`src/rtl/crc_engine.sv`:
```
// Framed CRC engine: consumes DATA_W-bit beats in a single cycle each, then holds
// the finished CRC, residue check and beat count until the consumer takes them.
module crc_engine #(
   parameter int unsigned       CRC_W   = 8,
   parameter int unsigned       DATA_W  = 8,
   parameter logic [CRC_W-1:0]  POLY    = CRC_W'(8'h07),
   parameter logic [CRC_W-1:0]  INIT    = '0,
   parameter logic [CRC_W-1:0]  XOROUT  = '0,
   parameter bit                REFIN   = 1'b0,
   parameter bit                REFOUT  = 1'b0,
   parameter logic [CRC_W-1:0]  RESIDUE = '0
) (
   input  logic              clk,
   input  logic              reset_n,
   input  logic              s_valid,
   output logic              s_ready,
   input  logic [DATA_W-1:0] s_data,
   input  logic              s_sof,
   input  logic              s_eof,
   output logic              m_valid,
   input  logic              m_ready,
   output logic [CRC_W-1:0]  crc_out,
   output logic              crc_ok,
   output logic [15:0]       beat_cnt,
   output logic              frame_err
);

   typedef enum logic [1:0] {StIdle, StRun, StDone} state_e;

   state_e            state_q, state_d;
   logic [CRC_W-1:0]  crc_q, crc_d;
   logic [15:0]       cnt_q, cnt_d;
   logic [CRC_W-1:0]  res_crc_q, res_crc_d;
   logic              res_ok_q, res_ok_d;
   logic [15:0]       res_cnt_q, res_cnt_d;
   logic              m_valid_q, m_valid_d;
   logic              err_q, err_d;

   logic              accept;
   logic [CRC_W-1:0]  crc_base, crc_upd;
   logic [15:0]       cnt_base, cnt_upd;

   // Serial LFSR unrolled across the whole beat.
   function automatic logic [CRC_W-1:0] crc_step(input logic [CRC_W-1:0] crc_in,
                                                 input logic [DATA_W-1:0] data);
      logic [CRC_W-1:0] c;
      logic             b;
      logic             fb;
      c = crc_in;
      for (int i = 0; i < int'(DATA_W); i++) begin
         b  = REFIN ? data[i] : data[int'(DATA_W) - 1 - i];
         fb = b ^ c[CRC_W-1];
         c  = {c[CRC_W-2:0], 1'b0} ^ (fb ? POLY : '0);
      end
      return c;
   endfunction

   function automatic logic [CRC_W-1:0] bit_rev(input logic [CRC_W-1:0] c);
      logic [CRC_W-1:0] r;
      for (int i = 0; i < int'(CRC_W); i++) begin
         r[i] = c[int'(CRC_W) - 1 - i];
      end
      return r;
   endfunction

   assign s_ready = reset_n && (state_q != StDone);
   assign accept  = s_valid && s_ready;

   // A sof beat always restarts from INIT, even mid-frame.
   assign crc_base = s_sof ? INIT : crc_q;
   assign crc_upd  = crc_step(crc_base, s_data);
   assign cnt_base = s_sof ? 16'd0 : cnt_q;
   assign cnt_upd  = (cnt_base == 16'hFFFF) ? cnt_base : cnt_base + 16'd1;

   always_comb begin
      state_d   = state_q;
      crc_d     = crc_q;
      cnt_d     = cnt_q;
      res_crc_d = res_crc_q;
      res_ok_d  = res_ok_q;
      res_cnt_d = res_cnt_q;
      m_valid_d = m_valid_q;
      err_d     = 1'b0;
      case (state_q)
         StIdle, StRun: begin
            if (accept) begin
               if (state_q == StIdle && !s_sof) begin
                  err_d = 1'b1;
               end else begin
                  err_d   = s_sof && (state_q == StRun);
                  crc_d   = crc_upd;
                  cnt_d   = cnt_upd;
                  state_d = StRun;
                  if (s_eof) begin
                     state_d   = StDone;
                     res_crc_d = (REFOUT ? bit_rev(crc_upd) : crc_upd) ^ XOROUT;
                     res_ok_d  = (crc_upd == RESIDUE);
                     res_cnt_d = cnt_upd;
                     m_valid_d = 1'b1;
                  end
               end
            end
         end
         StDone: begin
            if (m_ready) begin
               state_d   = StIdle;
               m_valid_d = 1'b0;
               crc_d     = INIT;
               cnt_d     = 16'd0;
            end
         end
         default: state_d = StIdle;
      endcase
   end

   always_ff @(posedge clk or negedge reset_n) begin
      if (!reset_n) begin
         state_q   <= StIdle;
         crc_q     <= INIT;
         cnt_q     <= 16'd0;
         res_crc_q <= '0;
         res_ok_q  <= 1'b0;
         res_cnt_q <= 16'd0;
         m_valid_q <= 1'b0;
         err_q     <= 1'b0;
      end else begin
         state_q   <= state_d;
         crc_q     <= crc_d;
         cnt_q     <= cnt_d;
         res_crc_q <= res_crc_d;
         res_ok_q  <= res_ok_d;
         res_cnt_q <= res_cnt_d;
         m_valid_q <= m_valid_d;
         err_q     <= err_d;
      end
   end

   assign m_valid   = m_valid_q;
   assign crc_out   = res_crc_q;
   assign crc_ok    = res_ok_q;
   assign beat_cnt  = res_cnt_q;
   assign frame_err = err_q;

endmodule

```
`config.mk`:
```
export PLATFORM = sky130hd
export DESIGN_NAME = crc_engine
export DESIGN_NICKNAME = d
export VERILOG_FILES = /design/src/rtl/crc_engine.sv
export SDC_FILE = /design/constraint.sdc
export NUM_CORES = 1
export LEC_CHECK = 0
export CORE_ASPECT_RATIO = 1.4
export CORE_MARGIN = 5
export CORE_UTILIZATION = 49
export CTS_BUF_LIST = sky130_fd_sc_hd__clkbuf_8 sky130_fd_sc_hd__clkbuf_16
export CTS_CLUSTER_DIAMETER = 30
export DETAILED_ROUTE_END_ITERATION = 6
export PLACE_DENSITY = 0.76
export SYNTH_ARGS = -nofsm -noshare
export SYNTH_HDL_FRONTEND = slang
export SYNTH_SLANG_ARGS = --single-unit
export TNS_END_PERCENT = 100
```
`constraint.sdc`:
```
create_clock -name clk -period 2.4 [get_ports clk]
set_clock_uncertainty 0.2 [all_clocks]
set_input_delay 0.36 -clock clk [delete_from_list [all_inputs] [get_ports clk]]
set_output_delay 0.36 -clock clk [all_outputs]
set_load 0.1 [all_outputs]
```
==> run_results.csv, run 1 <==
group,metric,value,unit
outcome,outcome,"finished clean",
place,post_dp_cell_area,0.00367,sq mm
pwr,pwr-share-comb,53.5,%
logic_synthesis,synthXorXnorAreaFrac,12.5,%
detailed_routing,ant_nets,0,
worst_setup_path,worst_ep_required_time,2.45,ns
logic_synthesis,synth_fa_ha_area_share,0.879,%
cts,cts_buffers,5,
logic_synthesis,yosys_warnings,0,
place,place_congestion,0.893,
pwr,p_switching,0.00168,W
min_path,min_path_type,"in2async",
cts,clk_latency,0.32,ns
flow_run,max_cap_viol_count,0,
die,die_area,0.00745,sq mm
detailed_routing,firstDrtPassIters,5,
detailed_routing,vias,2484,
final_layout,drive_above_1_share,26.4,%
logic_synthesis,avgSynthCellArea,9.24,sq um
final_layout,fillers,440,
detailed_routing,drc,0,
timing,clock.fmax,440,MHz
logic_synthesis,synth-simple-area-share,20.5,%
worst_setup_path,path_class,"reg2reg",
cts,clkTransAtPathRegs,0.10,ns
grt,grt_pass1_vias,2521,
die,initial_utilization,51.1,%
logic_synthesis,synth_compound_area_share,15.6,%
logic_synthesis,synth_edf_count,0,
grt,grt_pass1_wl,11500,microns
timing,slew_viol_final,0,
final_layout,syn_to_final_growth,33.5,%
final_layout,fin_nets,409,
die,die_h,100,microns
logic_synthesis,muxShareOfSynthArea,1.10,%
final_layout,finalInstanceArea,0.00380,sq mm
cts,cts_tree,"yes",
worst_setup_path,cp_max_fo,4,
logic_synthesis,synthArstFlopShare,100,%
grt,antenna_found_initial,0,
worst_setup_path,cp-end-kind,"register",
logic_synthesis,yosysUniqueCellTypes,43,
logic_synthesis,synth_fp_nets,324,
place,dpl.hpwl,5260,microns
timing,fin_tns_setup,0,ns
logic_synthesis,synth-seq-area-share,46.6,%
timing,worstMarginPinSlew,0.686,ns
pwr,pwr-share-seq,32.8,%
detailed_routing,vias_per_cell,5.38,
die,rows,32,
pwr,leakage,1.69,nW
grt,grt_overflow,0,
pwr,intPower,0.00195,W
cts,cts_hold_buf,0,
grt,track_usage,19.7,%
logic_synthesis,ys_seq_elements,53,
timing,hold_viol_final,0,
die,die-width,74.4,microns
detailed_routing,drt_iter0_markers,149,
cts,cts.sinks,53,
logic_synthesis,synth_top_family_by_area,"simple AND/OR/NAND/NOR gates",
logic_synthesis,synth_ff_type,"dfrtp_1",
pwr,irDropWorstVdd,0.779,mV
place,port_buffers,41,
timing,setup_violations,0,
cts,cts-root-buf,"clkbuf_8",
die,ios,42,
pwr,p_clk_share,13.6,%
worst_setup_path,arrival,2.32,ns
timing,finalCritPeriodShare,94.7,%
timing,slew_headroom,54.3,%
die,core-area,0.00557,sq mm
worst_setup_path,worstSetupStartpointType,"register",
pwr,p_sw_share,46.2,%
logic_synthesis,syn-instance-count,308,
pwr,cellPowerDensity,956,mW/mm^2
timing,fin_crit,2.27,ns
timing,rsz0062_at_grt,"true",
final_layout,diodes,0,
cts,cts_buffer_depth,2,
grt,grt_max_degree,56,
detailed_routing,wire_per_inst,14.8,microns
cts,h-tree-depth,2,
detailed_routing,wl,6850,microns
logic_synthesis,syn-cell-area,0.00285,sq mm
## layout make-up
| cell class | count | area (sq um) | share of cell area [%] |
|---|---|---|---|
| flip-flops and latches | 53 | 1330 | 34.9 |
| well taps | 68 | 85.1 | 2.24 |
| clock buffers | 5 | 68.8 | 1.81 |
| repair buffers | 93 | 791 | 20.8 |
| clock inverters | 3 | 13.8 | 0.362 |
| inverters | 6 | 22.5 | 0.593 |
| multi-input cells | 234 | 1490 | 39.3 |
## flip-flops by register name (all words and copies together) (netlist names)
signal and count:
beat_cnt 16, cnt_q 16, crc_out 8, crc_q 8
state_q 2, crc_ok 1, frame_err 1, m_valid 1
## stage by stage
step           instances  hold slack [ns]  setup WS (ns)  utilization, %  power (W)
5_1_grt              462           0.0750        -0.0325            68.3    0.00384
3_3_place_gp         451            0.263         -0.347            66.0    0.00310
6_report             462          0.00694          0.126            68.3    0.00363
4_1_cts              459           0.0420         0.0773            67.5    0.00364
2_1_floorplan        308           -0.136         -0.224               -    0.00254
3_5_place_dp         451            0.272         -0.422            66.0    0.00315
## worst max-delay path, stage by stage, from the launching register on
cell and delay (ns):
dfrtp_1 0.39, nor2b_4 0.18, ha_4 0.13, nand4_1 0.11, or4_4 0.46, buf_4 0.16
nor2_2 0.15, nand3_1 0.13, xor2_1 0.17, o21ai_1 0.13
## cells in the final DEF, fill, tap and decap left out, types with 3 or more instances in the layout
cell type and n:
o21ai_0 24, o21ai_1 20, o31ai_1 7, xnor2_1 25
inv_1 7, buf_4 74, a21oi_1 8, nor2b_1 4
nand2b_1 8, nand3_1 10, nor2_1 17, clkdlybuf4s50_1 11
buf_12 5, a31oi_1 7, and2_1 3, clkbuf_8 5
nand4_1 4, or3_1 3, nand2_1 47, dfrtp_1 53
xor2_1 13
## repair_timing
action                                  4_1_cts  5_1_grt
pin swaps                                     0        0
setup buffers                                 0        3
gates resized for setup                       1        4
endpoints found under the setup margin       16       21
## path summary, 6_finish.rpt
kind,startpoint,endpoint,slack [ns],cells after the start
worst max-delay path,cnt_q[1],beat_cnt[10],0.13,9
worst min-delay path,reset_n,m_valid,0.007,2
worst max register to register,cnt_q[1],beat_cnt[10],0.13,9
worst min register to register,beat_cnt[7],beat_cnt[7],0.29,2
max in group asynchronous,reset_n,cnt_q[3],1.53,2
min in group clk,reset_n,frame_err,0.22,3
## cell families after synthesis
family,Yosys count
flip-flops,53
AND/OR/NAND/NOR,113
buffers and inverters,21
AO/OA/AOI/OAI,77
adder cells (fa/ha/maj),2
XOR/XNOR,39
multiplexers,3
## power by group through the flow
stage                     sequential, W  combinational, W  clock (W)
after global placement          0.00121           0.00189          0
final                           0.00119           0.00194   0.000494
after CTS                       0.00120           0.00194   0.000504
after global routing            0.00122           0.00208   0.000540
after floorplan                 0.00188          0.000659          0
after detailed placement        0.00122           0.00193          0
## per-layer routing
layer  track usage, %  wire length (microns)
met4             7.40                    148
met1             22.1                   2630
met3             4.01                    311
met5                0                      0
met2             35.7                   3760
## cells in the mapped netlist, types with 2 or more instances
| master | count | area share [%] |
|---|---|---|
| o21ai_0 | 30 | 5.3 |
| o21ai_1 | 14 | 2.5 |
| buf_2 | 2 | 0.35 |
| nand2_1 | 47 | 6.2 |
| a21oi_1 | 9 | 1.6 |
| ha_1 | 2 | 0.88 |
| clkbuf_1 | 13 | 1.7 |
| nand3_1 | 11 | 1.9 |
| nor4_2 | 2 | 0.88 |
| or3_1 | 3 | 0.66 |
| a22o_1 | 2 | 0.62 |
| nand4_1 | 4 | 0.88 |
| and2_1 | 3 | 0.66 |
| inv_1 | 6 | 0.79 |
| nor2_2 | 2 | 0.44 |
| nor2_1 | 17 | 2.2 |
| nor2b_1 | 6 | 1.3 |
| xnor2_1 | 25 | 7.7 |
| a31oi_1 | 7 | 1.5 |
| o31ai_1 | 7 | 1.8 |
| mux2i_1 | 2 | 0.70 |
| nand2b_1 | 8 | 1.8 |
| xor2_1 | 13 | 4.0 |
| o22ai_1 | 2 | 0.44 |
| dfrtp_1 | 53 | 47 |
Power figures use the tool's default switching activity.
==> inputs of run 2 (changes only) <==
- PLACE_DENSITY: 0.76 -> unset
- PLACE_DENSITY_LB_ADDON: unset -> 0.2
==> run 2 against run 1 <==
Via count is 1.9% higher; critical endpoint is now crc_out[1]; flip-flop and latch count unchanged; count of clock-buffer cells in the layout rose by 1; core utilization grew 0.16 points.
==> run_results.csv, run 2 (same netlist as run 1, synthesis figures left out) <==
group,metric,value,unit
worst_setup_path,path_class,"in2reg",
timing,setup_slack,0.124,ns
timing,hold_viol_final,0,
die,ios,42,
die,die-width,74.4,microns
grt,antenna_found_initial,0,
pwr,irDropWorstVdd,0.920,mV
timing,clock.fmax,439,MHz
grt,grt_pass1_wl,11600,microns
final_layout,diodes,0,
place,dp.cells,458,
worst_setup_path,worstSetupStartpointType,"primary input",
outcome,outcome,"finished clean",
cts,clkTransAtPathRegs,0.10,ns
flow_run,max_cap_viol_count,0,
detailed_routing,vias,2531,
worst_setup_path,cp_max_fo,26,
die,die_area,0.00745,sq mm
grt,global_route.usage.met1,22.3,%
worst_setup_path,regToRegSetupSlack,0.14,ns
final_layout,fillers,445,
timing,rsz0062_at_grt,"true",
worst_setup_path,worst_ep_required_time,2.40,ns
cts,cts_buffers,5,
grt,grt_pass1_vias,2579,
worst_setup_path,arrival,2.27,ns
worst_setup_path,max_stage_delay,0.34,ns
worst_setup_path,crit_chain,"dlygate4sd2_1 -> buf_4 -> nor2_1 -> xnor2_1 -> buf_4 -> xnor2_1 -> inv_1 -> ha_1 -> mux2_2",
timing,setup_violations,0,
cts,cts_hold_buf,0,
final_layout,layout_common_cells,"84 x buf_4, 53 x dfrtp_1, 47 x nand2_1, 25 x xnor2_1, 25 x o21ai_0",
detailed_routing,vias_per_cell,5.42,
timing,slew_viol_final,0,
timing,fin_hold_ws,0.00214,ns
grt,use_met2,35.3,%
cts,cts-root-buf,"clkbuf_8",
timing,slew_headroom,53.0,%
worst_setup_path,crit_path_top_delay_cell,"dlygate4sd2_1",
die,initial_utilization,51.1,%
worst_setup_path,r2r_cells,11,
grt,grt-busiest-layer,"met2",
detailed_routing,wire_per_inst,14.8,microns
worst_setup_path,r2r_start,"cnt_q[0]",
final_layout,final_common_cell,"buf_4",
final_layout,syn_to_final_growth,33.8,%
place,dpl_worst_slack,-0.469,ns
detailed_routing,firstDrtPassIters,4,
final_layout,finalInstanceArea,0.00381,sq mm
detailed_routing,drc,0,
grt,track_usage,20.0,%
final_layout,fin_nets,414,
detailed_routing,drt_iter0_markers,111,
worst_setup_path,cp-end-kind,"register",
pwr,leakage,1.69,nW
place,place_congestion,0.877,
die,core-area,0.00557,sq mm
cts,cts_buffer_depth,2,
place,post_dp_cell_area,0.00368,sq mm
worst_setup_path,reg2reg_to,"cnt_q[0]",
grt,grt_overflow,0,
final_layout,drive_above_1_share,27.8,%
detailed_routing,wl,6910,microns
final_layout,fin_cells,467,
die,die_h,100,microns
cts,cts.sinks,53,
place,dpl.hpwl,5190,microns
timing,fin_crit,2.28,ns
cts,clk_latency,0.31,ns
pwr,cellPowerDensity,1000,mW/mm^2
timing,worstMarginPinSlew,0.704,ns
die,rows,32,
grt,grt_max_degree,56,
cts,h-tree-depth,2,
detailed_routing,ant_nets,0,
timing,finalCritPeriodShare,94.8,%
cts,cts_tree,"yes",
place,port_buffers,41,
grt,met3_usage,4.11,%
min_path,min_path_type,"in2async",
-- run 2: final cells by class --
cell class,count,area [sq um],area share [%]
Sequential cell,53,1330,34.8
Timing Repair Buffer,98,774,20.3
Inverter,6,22.5,0.592
Clock buffer,6,82.6,2.17
Clock inverter,2,37.5,0.986
Tap cell,68,85.1,2.23
Multi-Input combinational cell,234,1480,38.8
-- run 2: what timing repair did --
item                                    4_1_cts  5_1_grt
buffers inserted                              0        1
gates resized for setup                       1        1
endpoints found under the setup margin       18        3
-- run 2: power breakdown --
group          switching, W  internal [W]  leakage, nW
clock              0.000308      0.000340       0.0574
combinational       0.00126      0.000715        0.924
sequential         0.000127       0.00107        0.706
-- run 2: through the flow --
step	util (%)	power [W]	setup TNS (ns)
after detailed placement	66.1	0.00319	-15.10
final	68.4	0.00382	0
after floorplan	-	0.00254	-1.72
after CTS	68.2	0.00384	0
after global routing	68.4	0.00402	-0.0220
after global placement	66.1	0.00316	-11.55
-- run 2: routing by layer --
layer | vias up | share of wire [%] | routed length, microns
met4 | 0 | 3.6 | 250
met1 | 1213 | 39 | 2690
met3 | 20 | 3.9 | 272
met5 | - | 0 | 0
met2 | 56 | 53 | 3700
li1 | 1242 | - | -
-- run 2: how the worst max path moves through the flow --
stage,cells past startpoint,to,from,slack [ns]
2_1_floorplan,11,beat_cnt[14],s_sof,-0.22
3_3_place_gp,9,beat_cnt[14],s_sof,-0.38
3_5_place_dp,9,crc_out[1],s_sof,-0.47
4_1_cts,11,cnt_q[0],cnt_q[1],0.07
5_1_grt,8,beat_cnt[14],cnt_q[0],-0.02
6_report,9,crc_out[1],s_sof,0.12
-- run 2: critical path, delay by kind of cell --
family / cells / cell delay (ns)
buffers and inverters: 4 / 0.91
xor gates and xnor gates: 2 / 0.32
adders and majority gates: 1 / 0.31
muxes: 1 / 0.27
and+or+nand+nor: 1 / 0.11
